`src/rtl/mem_stage_pkg.sv`:
```
// Shared types for the MEM stage: bus layouts, load codes, stall polarity,
// FSM states and the load-present decode.
package mem_stage_pkg;

   localparam int EX_TO_MEM_WD = 94;
   localparam int MEM_TO_WB_WD = 84;
   localparam int MEM_TO_ID_WD = 38;
   localparam int STALL_W      = 6;

   localparam int STALL_EX  = 2;
   localparam int STALL_MEM = 3;

   localparam logic STOP    = 1'b1;
   localparam logic NO_STOP = 1'b0;

   localparam logic [2:0] LB  = 3'd0;
   localparam logic [2:0] LBU = 3'd1;
   localparam logic [2:0] LH  = 3'd2;
   localparam logic [2:0] LHU = 3'd3;
   localparam logic [2:0] LW  = 3'd4;

   typedef enum logic [1:0] {
      IDLE  = 2'd0,
      WAIT  = 2'd1,
      HOLD  = 2'd2,
      DRAIN = 2'd3
   } state_e;

   typedef struct packed {
      logic [13:0] hilo_bus;
      logic [31:0] pc;
      logic        ram_en;
      logic [3:0]  ram_wen;
      logic [2:0]  load_op;
      logic [1:0]  addr_lo;
      logic        rf_we;
      logic [4:0]  rf_waddr;
      logic [31:0] rf_wdata;
   } ex_mem_t;

   typedef struct packed {
      logic [13:0] hilo_bus;
      logic [31:0] pc;
      logic        rf_we;
      logic [4:0]  rf_waddr;
      logic [31:0] rf_wdata;
   } mem_wb_t;

   function automatic logic is_load(input ex_mem_t r);
      return r.ram_en && (r.ram_wen == 4'd0);
   endfunction

endpackage

```
`src/rtl/mem_stage_load_align.sv`:
```
// Load data aligner: selects byte/halfword by address and extends to 32 bits.
// Ports: load_op, addr_lo, word in; data out (combinational).
module mem_stage_load_align
   import mem_stage_pkg::*;
(
   input  logic [2:0]  load_op,
   input  logic [1:0]  addr_lo,
   input  logic [31:0] word,
   output logic [31:0] data
);

   logic [7:0]  byte_sel;
   logic [15:0] half_sel;

   always_comb begin
      byte_sel = word[{addr_lo, 3'b000} +: 8];
      half_sel = addr_lo[1] ? word[31:16] : word[15:0];
      data     = word;
      unique case (1'b1)
         (load_op == LB):  data = {{24{byte_sel[7]}}, byte_sel};
         (load_op == LBU): data = {24'd0, byte_sel};
         (load_op == LH):  data = {{16{half_sel[15]}}, half_sel};
         (load_op == LHU): data = {16'd0, half_sel};
         default:          data = word;
      endcase
   end

endmodule

```
`src/rtl/mem_stage.sv`:
```
// MEM pipeline stage: EX->MEM register, load response tracking FSM,
// load alignment, WB/ID forwarding buses and stall request.
// Ports: clk, rst (async active-low), flush, stall, ex_to_mem_bus,
// data_sram_rdata/rvalid in; mem_to_wb_bus, mem_to_id_bus, stallreq_for_mem out.
module mem_stage
   import mem_stage_pkg::*;
(
   input  logic                    clk,
   input  logic                    rst,
   input  logic                    flush,
   input  logic [STALL_W-1:0]      stall,
   input  logic [EX_TO_MEM_WD-1:0] ex_to_mem_bus,
   input  logic [31:0]             data_sram_rdata,
   input  logic                    data_sram_rvalid,
   output logic [MEM_TO_WB_WD-1:0] mem_to_wb_bus,
   output logic [MEM_TO_ID_WD-1:0] mem_to_id_bus,
   output logic                    stallreq_for_mem
);

   ex_mem_t     r;
   ex_mem_t     r_nxt;
   state_e      state;
   logic [31:0] rbuf;
   logic        mem_stop;
   logic        ex_stop;
   logic        nxt_load;
   logic        cur_load;
   logic [31:0] word_src;
   logic [31:0] aligned;
   logic [31:0] wdata;
   logic        we;
   mem_wb_t     wb;
   logic        unused_stall;

   assign unused_stall = ^{stall[5:4], stall[1:0]};

   assign mem_stop = (stall[STALL_MEM] == STOP);
   assign ex_stop  = (stall[STALL_EX] == STOP);

   always_comb begin
      r_nxt = r;
      if (flush)
         r_nxt = '0;
      else if (ex_stop && !mem_stop)
         r_nxt = '0;
      else if (!mem_stop)
         r_nxt = ex_mem_t'(ex_to_mem_bus);
   end

   assign nxt_load = is_load(r_nxt);
   assign cur_load = is_load(r);

   always_ff @(posedge clk or negedge rst) begin
      if (!rst) begin
         r     <= '0;
         rbuf  <= '0;
         state <= IDLE;
      end else begin
         r <= r_nxt;
         if (flush) begin
            // a request still in flight must have its response swallowed
            state <= (state == WAIT && !data_sram_rvalid) ? DRAIN : IDLE;
         end else begin
            unique case (state)
               IDLE: begin
                  if (nxt_load)
                     state <= WAIT;
               end
               WAIT: begin
                  if (data_sram_rvalid) begin
                     if (mem_stop) begin
                        state <= HOLD;
                        rbuf  <= data_sram_rdata;
                     end else begin
                        state <= nxt_load ? WAIT : IDLE;
                     end
                  end
               end
               HOLD: begin
                  if (!mem_stop)
                     state <= nxt_load ? WAIT : IDLE;
               end
               DRAIN: begin
                  if (data_sram_rvalid)
                     state <= nxt_load ? WAIT : IDLE;
               end
               default: state <= IDLE;
            endcase
         end
      end
   end

   always_comb begin
      stallreq_for_mem = 1'b0;
      unique case (state)
         WAIT:    stallreq_for_mem = ~data_sram_rvalid;
         DRAIN:   stallreq_for_mem = cur_load;
         default: stallreq_for_mem = 1'b0;
      endcase
   end

   assign word_src = (state == HOLD) ? rbuf : data_sram_rdata;

   mem_stage_load_align u_align (
      .load_op (r.load_op),
      .addr_lo (r.addr_lo),
      .word    (word_src),
      .data    (aligned)
   );

   assign wdata = (state == WAIT || state == HOLD) ? aligned : r.rf_wdata;
   assign we    = r.rf_we & ~stallreq_for_mem;

   always_comb begin
      wb.hilo_bus = r.hilo_bus;
      wb.pc       = r.pc;
      wb.rf_we    = we;
      wb.rf_waddr = r.rf_waddr;
      wb.rf_wdata = wdata;
   end

   assign mem_to_wb_bus = wb;
   assign mem_to_id_bus = {we, r.rf_waddr, wdata};

   // a response with nothing outstanding is a bus protocol error
   a_no_rvalid_in_idle: assert property (
      @(posedge clk) disable iff (!rst)
      !(state == IDLE && data_sram_rvalid));

endmodule

```
`config.mk`:
```
export PLATFORM = sky130hd
export DESIGN_NAME = mem_stage
export DESIGN_NICKNAME = d
export VERILOG_FILES = /design/src/rtl/mem_stage_pkg.sv /design/src/rtl/mem_stage_load_align.sv /design/src/rtl/mem_stage.sv
export SDC_FILE = /design/constraint.sdc
export NUM_CORES = 1
export LEC_CHECK = 0
export BUFFER_PORTS_ARGS = -buffer_cell sky130_fd_sc_hd__buf_2
export CORE_MARGIN = 2
export CORE_UTILIZATION = 35
export CTS_BUF_LIST = sky130_fd_sc_hd__clkbuf_16
export DETAILED_ROUTE_END_ITERATION = 16
export PLACE_DENSITY = 0.6
export SYNTH_ARGS = -nofsm -noshare
export SYNTH_HDL_FRONTEND = slang
export SYNTH_SLANG_ARGS = --single-unit
```
`constraint.sdc`:
```
create_clock -name clk -period 4.2 [get_ports clk]
set_input_delay 1.26 -clock clk [delete_from_list [all_inputs] [get_ports clk]]
set_output_delay 1.26 -clock clk [all_outputs]
set_load 0.01 [all_outputs]
```
==> impl_results.html <==
<table>
<tr><th>Metric</th><th>Value</th></tr>
<tr><th colspan="2">Place</th></tr>
<tr><td>Post-detailed-placement half-perimeter wirelength</td><td>13100 um</td></tr>
<tr><td>Count of placed standard cells including taps</td><td>1013</td></tr>
<tr><td>Gp weighted congestion</td><td>0.777</td></tr>
<tr><td>Placed Area</td><td>7730 um2</td></tr>
<tr><td>PortBufs</td><td>254</td></tr>
<tr><td>Setup Slack @ Placement</td><td>0.127 ns</td></tr>
<tr><th colspan="2">Cells and area</th></tr>
<tr><td>Post-layout instance area</td><td>8290 um2</td></tr>
<tr><td>NumNets Final</td><td>908</td></tr>
<tr><td>Most common library cell in the layout ignoring fill and taps</td><td>sky130_fd_sc_hd__buf_2</td></tr>
<tr><td>Final cell count without fillers</td><td>1047</td></tr>
<tr><td>Fraction of layout cells with a size suffix above 1</td><td>0.456</td></tr>
<tr><td>Commonest cells after routing, fill and taps aside</td><td>sky130_fd_sc_hd__buf_2 (253), sky130_fd_sc_hd__dfrtp_1 (128), sky130_fd_sc_hd__a22o_1 (89), sky130_fd_sc_hd__mux2_2 (41), sky130_fd_sc_hd__nor2_1 (35)</td></tr>
<tr><td>Layout Area Growth over Synthesis</td><td>21.5%</td></tr>
<tr><th colspan="2">Synthesis</th></tr>
<tr><td>Syn Nets</td><td>754</td></tr>
<tr><td>FF+latch count, synth</td><td>128</td></tr>
<tr><td>Most area-consuming cells after synthesis</td><td>sky130_fd_sc_hd__dfrtp_1 (47%), sky130_fd_sc_hd__a22o_1 (11%), sky130_fd_sc_hd__buf_4 (10%), sky130_fd_sc_hd__mux2_2 (6.8%), sky130_fd_sc_hd__mux2i_1 (3.4%)</td></tr>
<tr><td>Top cell type by total area after synthesis</td><td>sky130_fd_sc_hd__dfrtp_1</td></tr>
<tr><td>Synth Flop Type</td><td>sky130_fd_sc_hd__dfrtp_1</td></tr>
<tr><td>Cells after Synth</td><td>613</td></tr>
<tr><td>Synth Area per Inst</td><td>11.1 um2</td></tr>
<tr><td>Library cells used by synthesis</td><td>42</td></tr>
<tr><td>Total standard cell area after synthesis</td><td>6820 um2</td></tr>
<tr><td>Post-synthesis sequential area ratio</td><td>0.469</td></tr>
<tr><td>Fraction of post-synthesis cell area in the top cell type by area</td><td>0.469</td></tr>
<tr><td>Number of enable-type register cells in the synthesized netlist</td><td>0</td></tr>
<tr><td>Yosys warning count</td><td>0</td></tr>
<tr><td>Proportion of register bits with asynchronous set or reset after synthesis</td><td>1.00</td></tr>
<tr><th colspan="2">Global routing</th></tr>
<tr><td>Total global-route track usage</td><td>0.183</td></tr>
<tr><td>Maximum number of pins on one net before global-route repair</td><td>90</td></tr>
<tr><td>Antenna violations before repair</td><td>4</td></tr>
<tr><td>Number of global-route vias before repair</td><td>5112</td></tr>
<tr><td>First-pass GRT wire length</td><td>28500 um</td></tr>
<tr><td>Final global-route overflow total</td><td>0</td></tr>
<tr><th colspan="2">Routing</th></tr>
<tr><td>Post-DR vias/cell</td><td>4.98</td></tr>
<tr><td>Antenna Nets Post-Route</td><td>0</td></tr>
<tr><td>Total iterations of the first detailed-routing run</td><td>4</td></tr>
<tr><td>Violation count after the first detailed-route iteration</td><td>267</td></tr>
<tr><td>Detailed-route wire length</td><td>18600 um</td></tr>
<tr><td>Total vias in the final route</td><td>5213</td></tr>
<tr><td>Final routed wire length divided by cell count</td><td>17.8 um</td></tr>
<tr><td>DRC Markers</td><td>0</td></tr>
<tr><th colspan="2">Timing</th></tr>
<tr><td>Achievable frequency</td><td>247 MHz</td></tr>
<tr><td>Fin crit share</td><td>0.965</td></tr>
<tr><td># setup viols final</td><td>0</td></tr>
<tr><td>Worst Clk Skew</td><td>0.00637 ns</td></tr>
<tr><td>Sum of negative setup slack</td><td>0 ns</td></tr>
<tr><td>Final worst slack</td><td>0.149 ns</td></tr>
<tr><td>Normalized max-slew margin</td><td>0.296</td></tr>
<tr><td>Worst hold-check slack</td><td>0.497 ns</td></tr>
<tr><td>Shortest period the worst path allows</td><td>4.05 ns</td></tr>
<tr><td>Number of hold violations in the final report</td><td>0</td></tr>
<tr><td>Final Max Tran Viols</td><td>0</td></tr>
<tr><td>Slew at the pin closest to its max-slew limit</td><td>1.06 ns</td></tr>
<tr><td>Setup repair after global routing missed its margin</td><td>no</td></tr>
<tr><th colspan="2">CTS</th></tr>
<tr><td>Number of buffers on the longest clock path</td><td>2</td></tr>
<tr><td>Clock-pin slew of the registers on the worst-case setup and hold paths</td><td>0.06 ns</td></tr>
<tr><td>H-tree depth reported by CTS</td><td>4</td></tr>
<tr><td>TritonCTS clock tree</td><td>yes</td></tr>
<tr><td>Clock Tree Root</td><td>sky130_fd_sc_hd__clkbuf_16</td></tr>
<tr><td>Clock buffers created by TritonCTS</td><td>17</td></tr>
<tr><td>Later-pin clock latency in the skew report</td><td>0.41 ns</td></tr>
<tr><td>Number of hold buffers added after CTS</td><td>0</td></tr>
<tr><td>Clk sinks</td><td>128</td></tr>
<tr><th colspan="2">Floorplan</th></tr>
<tr><td>Die Span X</td><td>144 um</td></tr>
<tr><td>Die extent in y</td><td>144 um</td></tr>
<tr><td>Core box area</td><td>19300 um2</td></tr>
<tr><td>Number of ports placed on the die boundary</td><td>259</td></tr>
<tr><td>Die Outline Area</td><td>20600 um2</td></tr>
<tr><td>Total number of placement rows</td><td>51</td></tr>
<tr><td>Initial standard-cell utilization of the core</td><td>0.354</td></tr>
<tr><th colspan="2">Pwr</th></tr>
<tr><td>Part of the total power dissipated in sequential elements</td><td>0.332</td></tr>
<tr><td>Clock Power Share</td><td>0.289</td></tr>
<tr><td>Largest voltage drop on the vdd net</td><td>228 uV</td></tr>
<tr><td>Cell-internal power</td><td>2.99 mW</td></tr>
<tr><td>Switch Pwr</td><td>1.69 mW</td></tr>
<tr><td>Cell area power density</td><td>565 nW/um2</td></tr>
<tr><td>Leak pwr</td><td>4.19 nW</td></tr>
<tr><td>Net switching share of the total power</td><td>0.362</td></tr>
<tr><td>Logic gate share of total power</td><td>0.379</td></tr>
<tr><th colspan="2">Worst setup path</th></tr>
<tr><td>Worst EP required</td><td>2.94 ns</td></tr>
<tr><td>Critical path data arrival time</td><td>2.79 ns</td></tr>
<tr><td>WS Path Type</td><td>input port to primary output</td></tr>
<tr><td>Type of origin of the critical path</td><td>input port</td></tr>
<tr><td>Crit Path Max Fanout</td><td>7</td></tr>
<tr><td>Crit end category</td><td>primary output</td></tr>
<tr><td>Reg-to-reg slack, setup</td><td>1.90 ns</td></tr>
<tr><th colspan="2">Worst hold path</th></tr>
<tr><td>Class of the worst hold path</td><td>register to register</td></tr>
<tr><th colspan="2">Run</th></tr>
<tr><td>Number of violations of the max-capacitance limit</td><td>0</td></tr>
<tr><th colspan="2">Status</th></tr>
<tr><td>Outcome</td><td>finished, final reports clean</td></tr>
</table>
critical path, stage by stage:
cell and delay, ns:
sky130_fd_sc_hd__buf_2 0.11, sky130_fd_sc_hd__mux4_1 0.57, sky130_fd_sc_hd__mux2i_1 0.26, sky130_fd_sc_hd__o41ai_4 0.16
sky130_fd_sc_hd__o22a_1 0.27, sky130_fd_sc_hd__buf_2 0.15
cell type report:
class	instances	area, um2
Antenna cell	2	5.00
Clock buffer	17	425
Clock inverter	15	113
Fill cell	1906	11000
Inverter	14	52.6
Multi-Input combinational cell	337	2730
Sequential cell	128	3200
Tap cell	265	332
Timing Repair Buffer	269	1430
metrics by stage:
| step | total power, mW | util |
|---|---|---|
| after floorplan | 2.90 | - |
| after global placement | 3.34 | 0.401 |
| after detailed placement | 3.36 | 0.401 |
| after CTS | 4.73 | 0.429 |
| after global routing | 5.00 | 0.430 |
| final | 4.69 | 0.430 |
path summary, 6_finish.rpt:
check,startpoint,endpoint,cells past startpoint
hold reg to reg,mem_to_wb_bus[75],mem_to_wb_bus[75],1
min in group asynchronous,rst,rbuf[16],1
hold / removal,mem_to_wb_bus[75],mem_to_wb_bus[75],1
setup / recovery,data_sram_rdata[31],mem_to_id_bus[9],6
max in group asynchronous,rst,mem_to_wb_bus[80],2
setup reg to reg,state[1],rbuf[13],4
what timing repair did:
item	in CTS	in global routing
setup buffers	0	0
gates resized for setup	0	3
endpoints found under the setup margin	0	36
metal layers:
metal,part of all wire,GRT usage,up-vias
met5,0.0019,0,-
met4,0.018,0.0676,6
met3,0.074,0.0530,23
met2,0.47,0.290,212
met1,0.44,0.239,2497
li1,-,-,2475
power groups by stage:
stage                     Sequential, mW  Clock, mW  Combinational [mW]
final                               1.56       1.35                1.78
after global routing                1.58       1.45                1.98
after CTS                           1.55       1.38                1.80
after detailed placement            1.57          0                1.79
after global placement              1.56          0                1.78
after floorplan                     1.54          0                1.36
synth_stat cells (all sizes together) (3+ instances only):
| cell type | number |
|---|---|
| a22oi | 3 |
| a22o | 89 |
| nor2b | 6 |
| o22a | 7 |
| o21ai | 22 |
| mux2 | 41 |
| nor2 | 35 |
| inv | 13 |
| ha | 5 |
| a31oi | 3 |
| a211oi | 6 |
| dfrtp | 128 |
| a21oi | 25 |
| buf | 109 |
| a32oi | 9 |
| clkbuf | 25 |
| mux4 | 9 |
| o31ai | 3 |
| nand2 | 28 |
| mux2i | 23 |
| o22ai | 6 |
kinds of logic (layout without fill, tap and decap cells):
kind of cell / count (synthesis) / count (layout) / synth area share
buf+inv: 148 / 315 / 0.136
mux: 73 / 73 / 0.132
flops: 128 / 128 / 0.469
fa+ha+maj: 5 / 5 / 0.00917
compound gates: 182 / 182 / 0.204
other cells: 0 / 2 / 0
simple gates: 77 / 77 / 0.0491
state kept, by name, indices dropped and copies added, names as in the netlist:
| name | count |
|---|---|
| mem_to_wb_bus | 46 |
| rbuf | 32 |
| state | 2 |
| r | 43 |
| mem_to_id_bus | 5 |
No activity file was read; power rests on OpenSTA's default activity.
